--- src/rtl/mole_pkg.sv ---
// Shared types and constants for the mole scheduler: positions, level codes,
// FSM states, LFSR taps and per-level concurrency limit.
package mole_pkg;
  localparam int NUM_POS = 5;

  localparam logic [1:0] LVL_EASY = 2'd0;
  localparam logic [1:0] LVL_MED  = 2'd1;
  localparam logic [1:0] LVL_HARD = 2'd2;

  typedef enum logic [1:0] {IDLE, GAP, SPAWN} state_e;

  // Fibonacci taps 8,6,5,4 -> register bits 7,5,4,3
  localparam logic [7:0] LFSR_TAPS = 8'hB8;

  function automatic logic [2:0] max_moles(input logic [1:0] lvl);
    case (lvl)
      LVL_EASY: return 3'd1;
      LVL_MED:  return 3'd2;
      default:  return 3'd3;
    endcase
  endfunction

  function automatic logic [2:0] popcnt5(input logic [NUM_POS-1:0] v);
    logic [2:0] s;
    s = '0;
    for (int i = 0; i < NUM_POS; i++) s = s + {2'b00, v[i]};
    return s;
  endfunction
endpackage

--- src/rtl/mole_scheduler_if.sv ---
// Control/status bundle between game FSM, hit logic and the mole scheduler.
interface mole_scheduler_if;
  import mole_pkg::*;
  logic               enable;
  logic [1:0]         level;
  logic [NUM_POS-1:0] hit_req;
  logic [NUM_POS-1:0] mole_led;
  logic               hit_pulse;
  logic [2:0]         hit_count;
  logic               timeout_pulse;
  logic [2:0]         active_cnt;

  modport master (output enable, level, hit_req,
                  input  mole_led, hit_pulse, hit_count, timeout_pulse, active_cnt);
  modport slave  (input  enable, level, hit_req,
                  output mole_led, hit_pulse, hit_count, timeout_pulse, active_cnt);
endinterface

--- src/rtl/mole_slot_timer.sv ---
// One LED position: lifetime load, per-tick decrement, expiry and hit clear.
module mole_slot_timer (
  input  logic       clk,
  input  logic       rst_n,
  input  logic       i_clr,
  input  logic       i_tick,
  input  logic       i_hit,
  input  logic       i_load,
  input  logic [8:0] i_life,
  output logic       o_lit,
  output logic       o_hit,
  output logic       o_exp
);
  logic       r_lit;
  logic [8:0] r_life;

  assign o_lit = r_lit;
  assign o_hit = r_lit & i_hit;
  // a hit landing on the final tick beats the expiry
  assign o_exp = r_lit & i_tick & ~i_hit & (r_life == 9'd1);

  always_ff @(posedge clk or negedge rst_n) begin
    if (!rst_n) begin
      r_lit  <= 1'b0;
      r_life <= '0;
    end else if (i_clr) begin
      r_lit  <= 1'b0;
      r_life <= '0;
    end else if (i_load) begin
      r_lit  <= 1'b1;
      r_life <= i_life;
    end else if (o_hit) begin
      r_lit  <= 1'b0;
      r_life <= '0;
    end else if (r_lit && i_tick) begin
      r_life <= r_life - 9'd1;
      if (r_life == 9'd1) r_lit <= 1'b0;
    end
  end
endmodule

--- src/rtl/mole_scheduler.sv ---
// Mole scheduler top: tick prescaler, LFSR, spawn FSM and five slot timers.
// Optional MOLE_SPEEDUP_EN shortens loaded lifetimes as the player scores hits.
module mole_scheduler
  import mole_pkg::*;
#(
  parameter int         TICK_DIV  = 1_000_000,
  parameter int         LIFE_EASY = 300,
  parameter int         LIFE_MED  = 200,
  parameter int         LIFE_HARD = 100,
  parameter int         GAP_EASY  = 100,
  parameter int         GAP_MED   = 60,
  parameter int         GAP_HARD  = 30,
  parameter logic [7:0] LFSR_SEED = 8'hA5
) (
  input logic              clk,
  input logic              rst_n,
  mole_scheduler_if.slave  bus
);
  localparam int PW = (TICK_DIV > 1) ? $clog2(TICK_DIV) : 1;

  if (LIFE_EASY > 511 || LIFE_MED > 511 || LIFE_HARD > 511 ||
      GAP_EASY > 511 || GAP_MED > 511 || GAP_HARD > 511) begin : g_width_chk
    $error("mole_scheduler: lifetime/gap parameter exceeds 9-bit counter");
  end

  logic [PW-1:0]      r_pre;
  logic [7:0]         r_lfsr;
  state_e             r_state, w_state_nxt;
  logic [8:0]         r_gap, w_gap_nxt;
  logic               r_hit_pulse, r_to_pulse;
  logic [2:0]         r_hit_cnt;
  logic               w_tick;
  logic [8:0]         w_life_base, w_gap_val, w_life_load;
  logic [NUM_POS-1:0] w_lit, w_hit, w_exp, w_occ, w_load;
  logic [2:0]         w_start, w_idx;
  logic [3:0]         w_sum;
  logic               w_found;

  assign w_tick = bus.enable && (r_pre == PW'(TICK_DIV - 1));

  always_ff @(posedge clk or negedge rst_n) begin
    if (!rst_n)                     r_pre <= '0;
    else if (!bus.enable || w_tick) r_pre <= '0;
    else                            r_pre <= r_pre + 1'b1;
  end

  // free-running so spawn position depends on when the player starts
  always_ff @(posedge clk or negedge rst_n) begin
    if (!rst_n) r_lfsr <= LFSR_SEED;
    else        r_lfsr <= {r_lfsr[6:0], ^(r_lfsr & LFSR_TAPS)};
  end

  always_comb begin
    case (bus.level)
      LVL_EASY: begin w_life_base = 9'(LIFE_EASY); w_gap_val = 9'(GAP_EASY); end
      LVL_MED:  begin w_life_base = 9'(LIFE_MED);  w_gap_val = 9'(GAP_MED);  end
      default:  begin w_life_base = 9'(LIFE_HARD); w_gap_val = 9'(GAP_HARD); end
    endcase
  end

`ifdef MOLE_SPEEDUP_EN
  logic [3:0] r_acc, w_acc_sum;
  logic [1:0] r_speed;

  assign w_acc_sum   = r_acc + {1'b0, popcnt5(w_hit)};
  assign w_life_load = w_life_base - ({7'd0, r_speed} * (w_life_base >> 3));

  always_ff @(posedge clk or negedge rst_n) begin
    if (!rst_n || !bus.enable) begin
      r_acc   <= '0;
      r_speed <= '0;
    end else if (w_acc_sum >= 4'd8) begin
      r_acc   <= w_acc_sum - 4'd8;
      r_speed <= (r_speed == 2'd3) ? r_speed : r_speed + 2'd1;
    end else begin
      r_acc   <= w_acc_sum;
    end
  end
`else
  assign w_life_load = w_life_base;
`endif

  for (genvar g = 0; g < NUM_POS; g++) begin : g_slot
    mole_slot_timer u_slot (
      .clk    (clk),
      .rst_n  (rst_n),
      .i_clr  (!bus.enable),
      .i_tick (w_tick),
      .i_hit  (bus.hit_req[g]),
      .i_load (w_load[g]),
      .i_life (w_life_load),
      .o_lit  (w_lit[g]),
      .o_hit  (w_hit[g]),
      .o_exp  (w_exp[g])
    );
  end

  // spawn sees the occupancy left after this cycle's hits and expiries
  assign w_occ   = w_lit & ~w_hit & ~w_exp;
  assign w_start = (r_lfsr[2:0] >= 3'd5) ? r_lfsr[2:0] - 3'd5 : r_lfsr[2:0];

  always_comb begin
    w_load  = '0;
    w_found = 1'b0;
    w_sum   = '0;
    w_idx   = '0;
    if (r_state == SPAWN && bus.enable && popcnt5(w_occ) < max_moles(bus.level)) begin
      for (int k = 0; k < NUM_POS; k++) begin
        w_sum = {1'b0, w_start} + 4'(k);
        w_idx = (w_sum >= 4'd5) ? 3'(w_sum - 4'd5) : w_sum[2:0];
        if (!w_found && !w_occ[w_idx]) begin
          w_found       = 1'b1;
          w_load[w_idx] = 1'b1;
        end
      end
    end
  end

  always_comb begin
    w_state_nxt = r_state;
    w_gap_nxt   = r_gap;
    if (!bus.enable) begin
      w_state_nxt = IDLE;
      w_gap_nxt   = '0;
    end else begin
      case (r_state)
        IDLE: begin
          w_state_nxt = GAP;
          w_gap_nxt   = w_gap_val;
        end
        GAP: begin
          if (r_gap == 9'd0) w_state_nxt = SPAWN;
          else if (w_tick)   w_gap_nxt   = r_gap - 9'd1;
        end
        SPAWN: begin
          w_state_nxt = GAP;
          w_gap_nxt   = w_gap_val;
        end
        default: w_state_nxt = IDLE;
      endcase
    end
  end

  always_ff @(posedge clk or negedge rst_n) begin
    if (!rst_n) begin
      r_state     <= IDLE;
      r_gap       <= '0;
      r_hit_pulse <= 1'b0;
      r_hit_cnt   <= '0;
      r_to_pulse  <= 1'b0;
    end else begin
      r_state     <= w_state_nxt;
      r_gap       <= w_gap_nxt;
      r_hit_pulse <= bus.enable && (|w_hit);
      r_hit_cnt   <= bus.enable ? popcnt5(w_hit) : 3'd0;
      r_to_pulse  <= bus.enable && (|w_exp);
    end
  end

  assign bus.mole_led      = w_lit;
  assign bus.active_cnt    = popcnt5(w_lit);
  assign bus.hit_pulse     = r_hit_pulse;
  assign bus.hit_count     = r_hit_cnt;
  assign bus.timeout_pulse = r_to_pulse;
endmodule
--- src/flat_wrapper.sv ---
// flat-port wrapper written by rule: the top's interface ports become plain ports
module mole_scheduler_flat import mole_pkg::*;
#(
  parameter int         TICK_DIV  = 1_000_000,
  parameter int         LIFE_EASY = 300,
  parameter int         LIFE_MED  = 200,
  parameter int         LIFE_HARD = 100,
  parameter int         GAP_EASY  = 100,
  parameter int         GAP_MED   = 60,
  parameter int         GAP_HARD  = 30,
  parameter logic [7:0] LFSR_SEED = 8'hA5
)
  (clk, rst_n, bus_enable, bus_level, bus_hit_req, bus_mole_led, bus_hit_pulse, bus_hit_count, bus_timeout_pulse, bus_active_cnt);
  mole_scheduler_if bus_i ();
  input logic clk;
  input logic rst_n;
  input wire logic [$bits(bus_i.enable)-1:0] bus_enable;
  input wire logic [$bits(bus_i.level)-1:0] bus_level;
  input wire logic [$bits(bus_i.hit_req)-1:0] bus_hit_req;
  output wire logic [$bits(bus_i.mole_led)-1:0] bus_mole_led;
  output wire logic [$bits(bus_i.hit_pulse)-1:0] bus_hit_pulse;
  output wire logic [$bits(bus_i.hit_count)-1:0] bus_hit_count;
  output wire logic [$bits(bus_i.timeout_pulse)-1:0] bus_timeout_pulse;
  output wire logic [$bits(bus_i.active_cnt)-1:0] bus_active_cnt;
  assign bus_i.enable = bus_enable;
  assign bus_i.level = bus_level;
  assign bus_i.hit_req = bus_hit_req;
  assign bus_mole_led = bus_i.mole_led;
  assign bus_hit_pulse = bus_i.hit_pulse;
  assign bus_hit_count = bus_i.hit_count;
  assign bus_timeout_pulse = bus_i.timeout_pulse;
  assign bus_active_cnt = bus_i.active_cnt;
  mole_scheduler #(.TICK_DIV(TICK_DIV), .LIFE_EASY(LIFE_EASY), .LIFE_MED(LIFE_MED), .LIFE_HARD(LIFE_HARD), .GAP_EASY(GAP_EASY), .GAP_MED(GAP_MED), .GAP_HARD(GAP_HARD), .LFSR_SEED(LFSR_SEED)) u_core (.clk(clk), .rst_n(rst_n), .bus(bus_i));
endmodule
--- config.mk ---
export PLATFORM = sky130hd
export DESIGN_NAME = mole_scheduler_flat
export DESIGN_NICKNAME = d
export VERILOG_FILES = /design/src/rtl/mole_pkg.sv /design/src/rtl/mole_scheduler_if.sv /design/src/rtl/mole_slot_timer.sv /design/src/rtl/mole_scheduler.sv /design/src/flat_wrapper.sv
export SDC_FILE = /design/constraint.sdc
export NUM_CORES = 1
export LEC_CHECK = 0
export ABC_AREA = 0
export BUFFER_PORTS_ARGS = -buffer_cell sky130_fd_sc_hd__buf_4
export CAP_MARGIN = 10
export CORE_UTILIZATION = 63
export DETAILED_ROUTE_END_ITERATION = 8
export GPL_ROUTABILITY_DRIVEN = 0
export PLACE_DENSITY = 0.89
export SLEW_MARGIN = 20
export SYNTH_ARGS = -nofsm -noshare
export SYNTH_HDL_FRONTEND = slang
export SYNTH_SLANG_ARGS = --single-unit
--- constraint.sdc ---
create_clock -name clk -period 6.7 [get_ports clk]
set_clock_uncertainty 0.05 [all_clocks]
set_input_delay 2.01 -clock clk [delete_from_list [all_inputs] [get_ports clk]]
set_output_delay 2.01 -clock clk [all_outputs]
set_load 0.01 [all_outputs]
After elaboration in Yosys (flattened, before gate mapping)
Cells that the tools add are included.
{"block": "totals", "input_bits": 10, "output_inout_bits": 13, "word_cells": 262, "regBits": 94}
{"block": "op_classes", "eq_ne": 23, "order_cmp": 17, "bitwise_logic": 33, "n_mux": 101, "n_addsub": 29, "n_reduce_logical": 42}
{"op": "$mux 9", "count": 23}
{"op": "$sub 9x1->9 const B", "count": 6}
{"op": "$mux 5", "count": 10}
{"op": "$eq 9x1->1 const B", "count": 5}
{"op": "$mux 1", "count": 43}
{"op": "$ne 4x1->1 const B", "count": 10}
{"op": "$pmux 9 s2", "count": 2}
{"op": "$add 3x1->3", "count": 9}
{"op": "$mux 3", "count": 7}
{"op": "$add 20x1->20 const B", "count": 1}
{"op": "$and 1x1->1", "count": 20}
{"op": "$eq 20x20->1 const B", "count": 1}
{"op": "$lt 3x4->1 const B", "count": 5}
{"op": "$mux 20", "count": 1}
{"op": "$or 5x5->5", "count": 4}
{"op": "$logic_and 1x1->1", "count": 19}
{"op": "$sub 3x3->3 const B", "count": 6}
{"op": "$ge 4x3->1 const B", "count": 4}
{"op": "$bmux 1 s3", "count": 5}
{"op": "$demux 1 s3", "count": 5}
{"op": "$ge 3x1->1 const B", "count": 5}
{"op": "$pmux 7 s2", "count": 1}
{"op": "$and 5x5->5", "count": 2}
{"op": "$not 5->5", "count": 2}
{"op": "other kinds (22)", "count": 49}

Logic depth before layout (Yosys ltp)
Gate-level depths: netlist (run 1).
{"block": "depth", "depth_word": 32, "mapped_depth": 21}

By module
From an unflattened synthesis (run 1), not the netlist that was laid out.
{"block": "unflattened", "hier_cells": 828, "area_unflattened_um2": 7553.5}
{"mod": "mole_slot_timer", "cells_per_inst": 80, "area_per_inst_um2": 775.7, "instances": 5, "seq_area_each_um2": 250.2}
{"mod": "mole_scheduler", "cells_per_inst": 428, "area_per_inst_um2": 3674.8, "instances": 1, "seq_area_each_um2": 1106.1}

Worst setup path before layout (run 1)
No wires, ideal clock.
{"block": "synth_path", "path_type": "input -> register", "from": "input bus_enable", "to": "register u_core.g_slot[2].u_slot.r_life[6]", "setup_time_ps": 125, "arrival_time_ps": 6031, "cell_stages": 19, "slack_ps": 494, "path_cell_list": "and4_1 > clkbuf_1 > a31oi_1 > ha_1 > inv_1 > fa_1 > inv_1 > ha_1 > inv_1 > fa_1 > inv_1 > ha_1 > nor3b_1 > nand4_1 > nor2_1 > or4b_1 > clkbuf_2 > o221ai_4 > mux2_4"}
{"block": "synth_via", "elab_chain_cells": 28, "word_cells_on_any_way": 73, "classes_between": "add/sub (4); order compare (1); eq/ne (1); mux (30); bitwise (21); reduce/logical (16)"}
{"item": "start, declared", "line_no": "flat_wrapper.sv:17", "text": "input wire logic [$bits(bus_i.enable)-1:0] bus_enable;"}
{"item": "$logic_and 1x1->1", "line_no": "mole_scheduler.sv:39", "text": "assign w_tick = bus.enable && (r_pre == PW'(TICK_DIV - 1));"}
{"item": "$and 1x1->1 (3 in series)", "line_no": "mole_slot_timer.sv:20", "text": "assign o_exp = r_lit & i_tick & ~i_hit & (r_life == 9'd1);"}
{"item": "$not 5->5", "line_no": "mole_scheduler.sv:99", "text": "assign w_occ = w_lit & ~w_hit & ~w_exp;"}
{"item": "$and 5x5->5", "line_no": "mole_scheduler.sv:99"}
{"item": "$bmux 1 s3", "line_no": "mole_scheduler.sv:111", "text": "if (!w_found && !w_occ[w_idx]) begin"}
{"item": "$mux 1 (implied by the code)", "line_no": "mole_scheduler.sv:111"}
{"item": "$mux 1", "line_no": "mole_scheduler.sv:111"}
{"item": "$mux 1", "line_no": "mole_scheduler.sv:107", "text": "if (r_state == SPAWN && bus.enable && popcnt5(w_occ) < max_moles(bus.level)) begin"}
{"item": "[10 not listed]"}
{"item": "$mux 1", "line_no": "mole_scheduler.sv:111"}
{"item": "$mux 1", "line_no": "mole_scheduler.sv:107"}
{"item": "$logic_not 1->1", "line_no": "mole_scheduler.sv:111"}
{"item": "$logic_and 1x1->1", "line_no": "mole_scheduler.sv:111"}
{"item": "$mux 5", "line_no": "mole_scheduler.sv:111"}
{"item": "$mux 5", "line_no": "mole_scheduler.sv:107"}
{"item": "$mux 9", "line_no": "mole_slot_timer.sv:29", "text": "end else if (i_load) begin"}
{"item": "$mux 9", "line_no": "mole_slot_timer.sv:26", "text": "end else if (i_clr) begin"}
{"item": "end signal, assigned", "line_no": "mole_slot_timer.sv:31", "text": "r_life <= i_life;"}
{"item": "end signal, assigned", "line_no": "mole_slot_timer.sv:36", "text": "r_life <= r_life - 9'd1;"}
{"item": "end, declared", "line_no": "mole_slot_timer.sv:15", "text": "logic [8:0] r_life;"}
Parallel ways exist; a longest one is shown, timed or not. The select of a mux whose other input is x is not followed.
A chain may end at the register's enable or synchronous reset.

Worst setup path in the final report (run 1)
{"block": "layout_path", "from": "input bus_enable", "to": "register u_core.g_slot[3].u_slot.r_life[3]"}
{"block": "layout_via", "elab_chain_cells": 28, "word_cells_on_any_way": 73, "classes_between": "add/sub (4); order compare (1); eq/ne (1); mux (30); bitwise (21); reduce/logical (16)"}
{"item": "$logic_and 1x1->1", "line_no": "mole_scheduler.sv:39"}
{"item": "$and 1x1->1 (3 in series)", "line_no": "mole_slot_timer.sv:20"}
{"item": "$not 5->5", "line_no": "mole_scheduler.sv:99"}
{"item": "$and 5x5->5", "line_no": "mole_scheduler.sv:99"}
{"item": "$bmux 1 s3", "line_no": "mole_scheduler.sv:111"}
{"item": "$mux 1 (implied by the code)", "line_no": "mole_scheduler.sv:111"}
{"item": "$mux 1", "line_no": "mole_scheduler.sv:111"}
{"item": "$mux 1", "line_no": "mole_scheduler.sv:107"}
{"item": "[10 not listed]"}
{"item": "$mux 1", "line_no": "mole_scheduler.sv:111"}
{"item": "$mux 1", "line_no": "mole_scheduler.sv:107"}
{"item": "$logic_not 1->1", "line_no": "mole_scheduler.sv:111"}
{"item": "$logic_and 1x1->1", "line_no": "mole_scheduler.sv:111"}
{"item": "$mux 5", "line_no": "mole_scheduler.sv:111"}
{"item": "$mux 5", "line_no": "mole_scheduler.sv:107"}
{"item": "$mux 9", "line_no": "mole_slot_timer.sv:29"}
{"item": "$mux 9", "line_no": "mole_slot_timer.sv:26"}
{"item": "end signal, assigned", "line_no": "mole_slot_timer.sv:31"}
{"item": "end signal, assigned", "line_no": "mole_slot_timer.sv:36"}
{"item": "end, declared", "line_no": "mole_slot_timer.sv:15"}
Parallel ways exist; a longest one is shown, timed or not. The select of a mux whose other input is x is not followed.

==> results of run 1 <==
cell type report:
class | instances | share of cell area [%]
sequential | 94 | 32.2
multi-input combinational | 623 | 57.5
clock buffer | 9 | 1.69
inverter | 50 | 2.56
clock inverter | 7 | 0.853
timing repair buffer | 29 | 2.97
tap | 136 | 2.32
report_power, final:
group | total, mW | switching (mW) | internal [mW]
Sequential | 0.606 | 0.0215 | 0.584
Clock | 0.372 | 0.228 | 0.143
Combinational | 0.112 | 0.0715 | 0.0405
Total | 1.09 | 0.321 | 0.768
worst reg2reg max path, stage by stage, from the launching register on:
cell and delay (ps):
dfrtp_1 540, inv_1 110, ha_1 290, o21a_1 250
xnor2_2 650, ha_1 900, nor2b_1 250, a21boi_0 110
o311ai_0 550, a22oi_1 150, o211a_1 290, nor2_1 170
or4b_1 600, o221ai_4 500, mux2i_1 310
registers in the layout (all words and copies together), names as in the netlist:
register	flops
u_core.bus.hit_count	3
u_core.bus.hit_pulse	1
u_core.bus.timeout_pulse	1
u_core.g_slot.u_slot.o_lit	5
u_core.g_slot.u_slot.r_life	45
u_core.r_gap	9
u_core.r_lfsr	8
u_core.r_pre	20
u_core.r_state	2
synthesized netlist by cell type (4+ instances only):
master	count	area, sq um
nor3_1	25	125
o21a_1	4	30.0
or3_1	9	56.3
a31oi_1	10	62.6
nand2_1	79	297
nand3_1	21	105
nand2b_1	19	119
mux2i_1	42	420
or2_2	5	31.3
o31ai_1	4	30.0
buf_4	5	37.5
nor2_1	94	353
a31o_2	5	43.8
nand4_1	9	56.3
nor4_1	18	113
a21oi_1	36	180
dfstp_2	4	105
nand3b_1	4	30.0
clkbuf_1	25	93.8
and3_1	16	100
inv_1	49	184
buf_2	5	25.0
fa_1	7	140
o21ai_0	30	150
dfrtp_1	90	2250
nor3b_1	10	75.1
o22ai_1	6	37.5
or4_1	5	37.5
a32oi_1	4	35.0
ha_1	30	375
xnor2_1	18	158
nor2b_1	6	37.5
xor2_1	31	272
and2_1	9	56.3
worst max path at each step:
stage / slack, ps / to / startpoint
after floorplan: 490 / u_core.g_slot[2].u_slot.r_life[6]$_DFFE_PN0P_ / bus_enable
after global placement: 380 / u_core.g_slot[4].u_slot.r_life[6]$_DFFE_PN0P_ / bus_enable
after detailed placement: 80 / u_core.g_slot[3].u_slot.r_life[3]$_DFFE_PN0P_ / bus_enable
after CTS: 500 / u_core.g_slot[3].u_slot.r_life[3]$_DFFE_PN0P_ / bus_enable
after global routing: 180 / u_core.g_slot[3].u_slot.r_life[3]$_DFFE_PN0P_ / bus_enable
final: 360 / u_core.g_slot[3].u_slot.r_life[3]$_DFFE_PN0P_ / bus_enable
through the flow:
stage	power [mW]	hold WS, ps	utilization, %
2_1_floorplan	0.684	283	-
3_3_place_gp	0.717	286	68.0
3_5_place_dp	0.726	304	68.0
4_1_cts	1.09	331	69.8
5_1_grt	1.13	340	69.8
6_report	1.09	324	69.8
per-layer routing:
layer | share of wire (%) | vias to the layer above | global-route usage [%]
li1 | - | 2858 | -
met1 | 40 | 2944 | 42.4
met2 | 47 | 331 | 51.8
met3 | 9.0 | 72 | 6.69
met4 | 3.6 | 0 | 14.6
met5 | 0 | - | 0
logic make-up (layout without fill, tap and decap cells):
family                   after synthesis  after routing  synth area share [%]
XOR/XNOR                              50             50                  6.43
adder cells (fa/ha/maj)               37             37                  7.45
AND/OR/NAND/NOR                      347            347                  25.7
buffers and inverters                 87             95                  5.10
flip-flops                            94             94                  34.1
multiplexers                          47             47                  6.98
AO/OA/AOI/OAI                        142            142                  14.3
==> summary.txt, run 1 <==
Drt wl/cell: 18.4 microns
Cell Area, Synth: 6920 sq um
EDFF count, synth: 0
Ys flop type: dfrtp_1
Vias per cell: 6.55
Setup Total Neg Slack: 0 ps
CP arrival: 6590 ps
Number of diodes: 0
LEAKAGE: 3.23 nW
Mapped Cells: 804
Critical path's slowest cell: a31oi_1
Hold Crit Class: register to register
Mean Syn Cell Area: 8.61 sq um
Final Worst Setup Slack: 358 ps
DP Worst Slack: 83.2 ps
WHS Path Cells: 0
CTS Buf Count: 9
Distinct cell type count after synthesis: 78
Initial antenna violation count: 0
Most common cell after layout, fill and taps aside: nor2_1
Setup Crit Path Kind: primary input to register
Final wirelength: 17400 microns
CTS Root Cell: clkbuf_8
Fin crit period: 6340 ps
Total GRT Usage: 32.4%
Antenna Violating Nets Remaining: 0
Number of global-route vias before repair: 6021
Hold_buf cts: 0
Max IR drop VDD: 0.000174 V
Area grow syn2layout: 5.91%
WP depth: 17
Drt first pass iters: 8
PwrDens: 149 nW/um^2
Crit-path max cell delay: 630 ps
Crit. End Element: register
CTS max path bufs: 2
Max Freq: 0.158 GHz
Seq cells post-synth: 94
Multi-input logic area: 4210 sq um
Cell Count, Final, Fillers Out: 948
Most frequent cells in the layout: nor2_1, dfrtp_1, nand2_1
CTS H-Tree Depth: 3
Clock Latency Late Sink: 390 ps
Chip Height: 107 microns
Seq/Total Area, Yosys: 34.1%
RSZ-0062 raised after global routing: false
Resized Gates After CTS: 0
Min-delay src: u_core.r_lfsr[6]$_DFF_PN0_
Hold path endpoint: u_core.r_lfsr[7]$_DFF_PN1_
Clk slew on worst S/H paths: 100 ps
Post-DP Area: 7150 sq um
Vias: 6205
Fraction of layout cells with a size suffix above 1: 9.24%
Core footprint: 10500 sq um
Largest net degree at the start of global routing: 55
Synthesis Warnings: 0
CTS tree: yes
Worst-Margin Slew: 970 ps
R2r endpoint: u_core.g_slot[3].u_slot.r_life[3]$_DFFE_PN0P_
Inst Count DP: 932
Final worst-path cycle share: 94.7%
Design area: 7330 sq um
Fill cells: 780
FF-to-FF path depth: 14
Status: finished clean
Max-Cap Viols: 0
CTS Sinks: 94
Chip Width: 107 microns
Fraction of registers with async set/reset: 100%
CP delay by family, top: simple AND/OR/NAND/NOR gates
Core Rows: 37
Total grt overflow: 0
Cell breakdown of the critical path: buf_4, and4_1, a31oi_1, inv_1, fa_1, inv_1, ha_1, inv_1, fa_1, inv_1, ha_1, nor3b_1, nand4_1, nor2_1, or4b_1, o221ai_4, mux2i_1
Final HPWL DP: 12400 microns
First-pass GRT wire length: 29000 microns
Final nets: 854
# Post-CTS Setup Buffers: 0
Internal reg-to-reg setup slack: 910 ps
Die area: 11400 sq um
DRT iter0 DRCs: 715
Drt drc: 0
CP startpoint kind: primary input
Worst Path Buf+Inv: 5
Worst path required time: 6940 ps
Critical Path Most Common Cell: inv_1
IO Port Bufs: 22
Max-slew headroom: 35.1%
Final Hold Fails: 0
Final setup fails: 0
Mapped Nets: 851
Total area of sequential cells: 2360 sq um
Worst Path Max Fanout: 10
Io pins: 23
Initial Utilization: 65.9%
Fin. max-slew vios: 0
RR Startpoint: u_core.r_lfsr[1]$_DFF_PN0_
Power figures use the tool's default switching activity.
==> inputs of run 2 (changes only) <==
--- a/config.mk
+++ b/config.mk
@@ -5,13 +5,14 @@
 export SDC_FILE = /design/constraint.sdc
 export NUM_CORES = 1
 export LEC_CHECK = 0
-export ABC_AREA = 0
 export BUFFER_PORTS_ARGS = -buffer_cell sky130_fd_sc_hd__buf_4
 export CAP_MARGIN = 10
 export CORE_UTILIZATION = 63
+export CTS_CLUSTER_DIAMETER = 200
 export DETAILED_ROUTE_END_ITERATION = 8
 export GPL_ROUTABILITY_DRIVEN = 0
 export PLACE_DENSITY = 0.89
+export SETUP_SLACK_MARGIN = 0.5
 export SLEW_MARGIN = 20
 export SYNTH_ARGS = -nofsm -noshare
 export SYNTH_HDL_FRONTEND = slang
==> run 2 against run 1 <==
  * The run now ends with DRC left
  * Non-clock buffer count is the same
  * First-iteration DRC count grew 2.4%
  * Setup slack gained 490 ps
  * Register-to-register slack gained 170 ps
  * Fmax grew 8.3%
  * Count of clock-buffer cells in the layout grew 1
  * Clock power grew 5%
  * Sequential power is essentially flat
  * Die area is the same
==> summary.txt, run 2 (same netlist as run 1, synthesis figures left out) <==
RSZ-0062 raised after global routing: false
CP arrival: 6090 ps (-500 ps)
Fraction of layout cells with a size suffix above 1: 9.61% (+0.37 points)
RR Startpoint: u_core.r_lfsr[1]$_DFF_PN0_
Area grow syn2layout: 6.85%
Largest net degree at the start of global routing: 93 (+69%)
Final HPWL DP: 12300 microns (-0.73%)
Inst Count DP: 930 (-0.21%)
Final setup fails: 0 (unchanged)
Final nets: 854 (unchanged)
WHS Path Cells: 0 (unchanged)
R2r endpoint: u_core.g_slot[4].u_slot.r_life[0]$_DFFE_PN0P_
Final worst-path cycle share: 87.4% (-7.3 points)
Max-slew headroom: 27.7% (-7.4 points)
Flop pwr share: 54.8% (-0.8 points)
Initial Utilization: 65.9% (unchanged)
P_int: 0.800 mW (+4.2%)
Cell breakdown of the critical path: buf_4, and4_2, a31oi_1, ha_1, inv_1, fa_1, inv_1, ha_1, inv_1, fa_1, inv_1, ha_1, nor3b_1, nand4_1, nor2_1, or4b_4, o221ai_4, buf_4, mux2i_1
PwrDens: 149 nW/um^2 (+0.55%)
Final Hold Fails: 0 (unchanged)
Final Core Density: 70.4% (+0.62 points)
Antenna Violating Nets Remaining: 0 (unchanged)
Crit. End Element: register
Core Rows: 37 (unchanged)
Drt wl/cell: 18.4 microns (-0.30%)
First-pass GRT wire length: 28600 microns (-1.4%)
Switching power total: 0.305 mW (-5.1%)
Setup Total Neg Slack: 0 ps (unchanged)
CTS H-Tree Depth: 3 (unchanged)
Internal reg-to-reg setup slack: 1080 ps (+170 ps)
Core footprint: 10500 sq um (unchanged)
Hold path endpoint: u_core.r_lfsr[7]$_DFF_PN1_
CTS Buf Count: 9 (unchanged)
Hold Crit Class: register to register
Max IR drop VDD: 0.000200 V (+15%)
Total GRT Usage: 31.8% (-0.60 points)
Switching power share of the total: 27.6% (-1.9 points)
FF-to-FF path depth: 15 (+1)
Max-Cap Viols: 0 (unchanged)
Number of global-route vias before repair: 6122 (+1.7%)
Violated checks: DRC
Logic pwr share: 9.9% (-0.4 points)
CTS Sinks: 94 (unchanged)
CTS max path bufs: 2 (unchanged)
Vias per cell: 6.58 (+0.56%)
Clock power share: 35.3% (+1.2 points)
Multi-input logic area: 4240 sq um (+0.62%)
Worst-Margin Slew: 1070 ps (+103 ps)
Total grt overflow: 0 (unchanged)
Biggest register: u_core.g_slot.u_slot.r_life
Max Freq: 0.171 GHz (+8.3%)
Drt drc: 1 (+1)
Worst Path Max Fanout: 7 (-3)
Chip Height: 107 microns (unchanged)
Worst path required time: 6940 ps (about the same)
Regs by FF count: u_core.g_slot.u_slot.r_life (45), u_core.r_pre (20), u_core.r_gap (9)
Fill cells: 773 (-0.90%)
Hold_buf cts: 0 (unchanged)
LEAKAGE: 3.24 nW (+0.28%)
Final wirelength: 17400 microns (-0.30%)
IO Port Bufs: 22 (unchanged)
Setup Crit Path Kind: primary input to register
Chip Width: 107 microns (unchanged)
Fin crit period: 5850 ps (-487 ps)
Clk slew on worst S/H paths: 90 ps (about the same)
DRT iter0 DRCs: 732 (+2.4%)
Critical path's slowest cell: or4b_4
Initial antenna violation count: 0 (unchanged)
Critical Path Most Common Cell: inv_1
CP startpoint kind: primary input
CTS tree: yes
Max FFs per register: 45 (unchanged)
Io pins: 23 (unchanged)
Most common cell after layout, fill and taps aside: nor2_1
Drt first pass iters: 9 (+1)
Min-delay src: u_core.r_lfsr[6]$_DFF_PN0_
Crit-path max cell delay: 540 ps (-90 ps)
Total area of sequential cells: 2360 sq um (unchanged)
Number of diodes: 0 (unchanged)
Most frequent cells in the layout: nor2_1, dfrtp_1, nand2_1
Vias: 6240 (+0.56%)
Cell Count, Final, Fillers Out: 948 (unchanged)
Die area: 11400 sq um (unchanged)
Status: complete, but fails checks
Clock Latency Late Sink: 380 ps (about the same)
CTS Root Cell: clkbuf_8
Hold slack: 315 ps (-9.69 ps)
Fin. max-slew vios: 0 (unchanged)
## run 2: changes by cell type in the layout (fill, tap and decap cells not counted), moves of 2 or more
cell | previous run | this run
buf_12 | 0 | 2
inv_8 | 2 | 0
a31oi_1 | 10 | 8
buf_4 | 29 | 26
## run 2: power by group through the flow
stage | clock, mW | sequential, mW | combinational, mW
floorplan | 0 | 0.610 | 0.0738
global placement | 0 | 0.614 | 0.103
detailed placement | 0 | 0.616 | 0.108
CTS | 0.394 | 0.605 | 0.109
global route | 0.418 | 0.608 | 0.123
finish | 0.390 | 0.606 | 0.110
## run 2: layout make-up
type                       instances  area share [%]
clock buffer                      10            1.73
clock inverter                     6           0.930
inverter                          50            2.54
multi-input combinational        623            57.3
sequential                        94            31.9
tap                              136            2.30
timing repair buffer              29            3.33
## run 2: worst max-delay path by stage
| stage | startpoint | endpoint | slack [ps] | cells after the start |
|---|---|---|---|---|
| floorplan | bus_enable | u_core.g_slot[2].u_slot.r_life[6]$_DFFE_PN0P_ | 550 | 19 |
| global placement | bus_enable | u_core.g_slot[4].u_slot.r_life[6]$_DFFE_PN0P_ | 390 | 18 |
| detailed placement | bus_enable | u_core.g_slot[3].u_slot.r_life[8]$_DFFE_PN0P_ | 140 | 17 |
| CTS | bus_enable | u_core.g_slot[3].u_slot.r_life[6]$_DFFE_PN0P_ | 570 | 17 |
| global route | bus_hit_req[0] | u_core.g_slot[2].u_slot.r_life[3]$_DFFE_PN0P_ | 600 | 20 |
| finish | bus_enable | u_core.g_slot[2].u_slot.r_life[3]$_DFFE_PN0P_ | 850 | 19 |
## run 2: routing by layer
layer  vias to the layer above  track usage (%)  part of all wire [%]  wire, microns
li1                       2852                -                     -              -
met1                      3003             39.7                    40           6970
met2                       316             52.2                    47           8260
met3                        69             7.96                   9.0           1560
met4                         0             14.0                   3.4            600
met5                         -                0                     0              0
## run 2: critical path, delay by kind of cell
| family | cells | cell delay (ps) |
|---|---|---|
| simple gates | 5 | 1350 |
| compound gates | 2 | 540 |
| mux | 1 | 180 |
| buf+inv | 6 | 570 |
| fa+ha+maj | 5 | 1450 |
## run 2: what timing repair did
item / 4_1_cts / 5_1_grt
setup endpoints to repair: 0 / 29
buffers inserted: 0 / 2
resized for setup: 0 / 4
## run 2: per-stage QoR
stage / instance area (sq um) / worst slack (ps) / power [mW]
3_5_place_dp: 7140 / 137 / 0.723
3_3_place_gp: 7140 / 393 / 0.717
4_1_cts: 7330 / 568 / 1.11
6_report: 7400 / 845 / 1.11
5_1_grt: 7400 / 597 / 1.15
2_1_floorplan: 6930 / 551 / 0.684
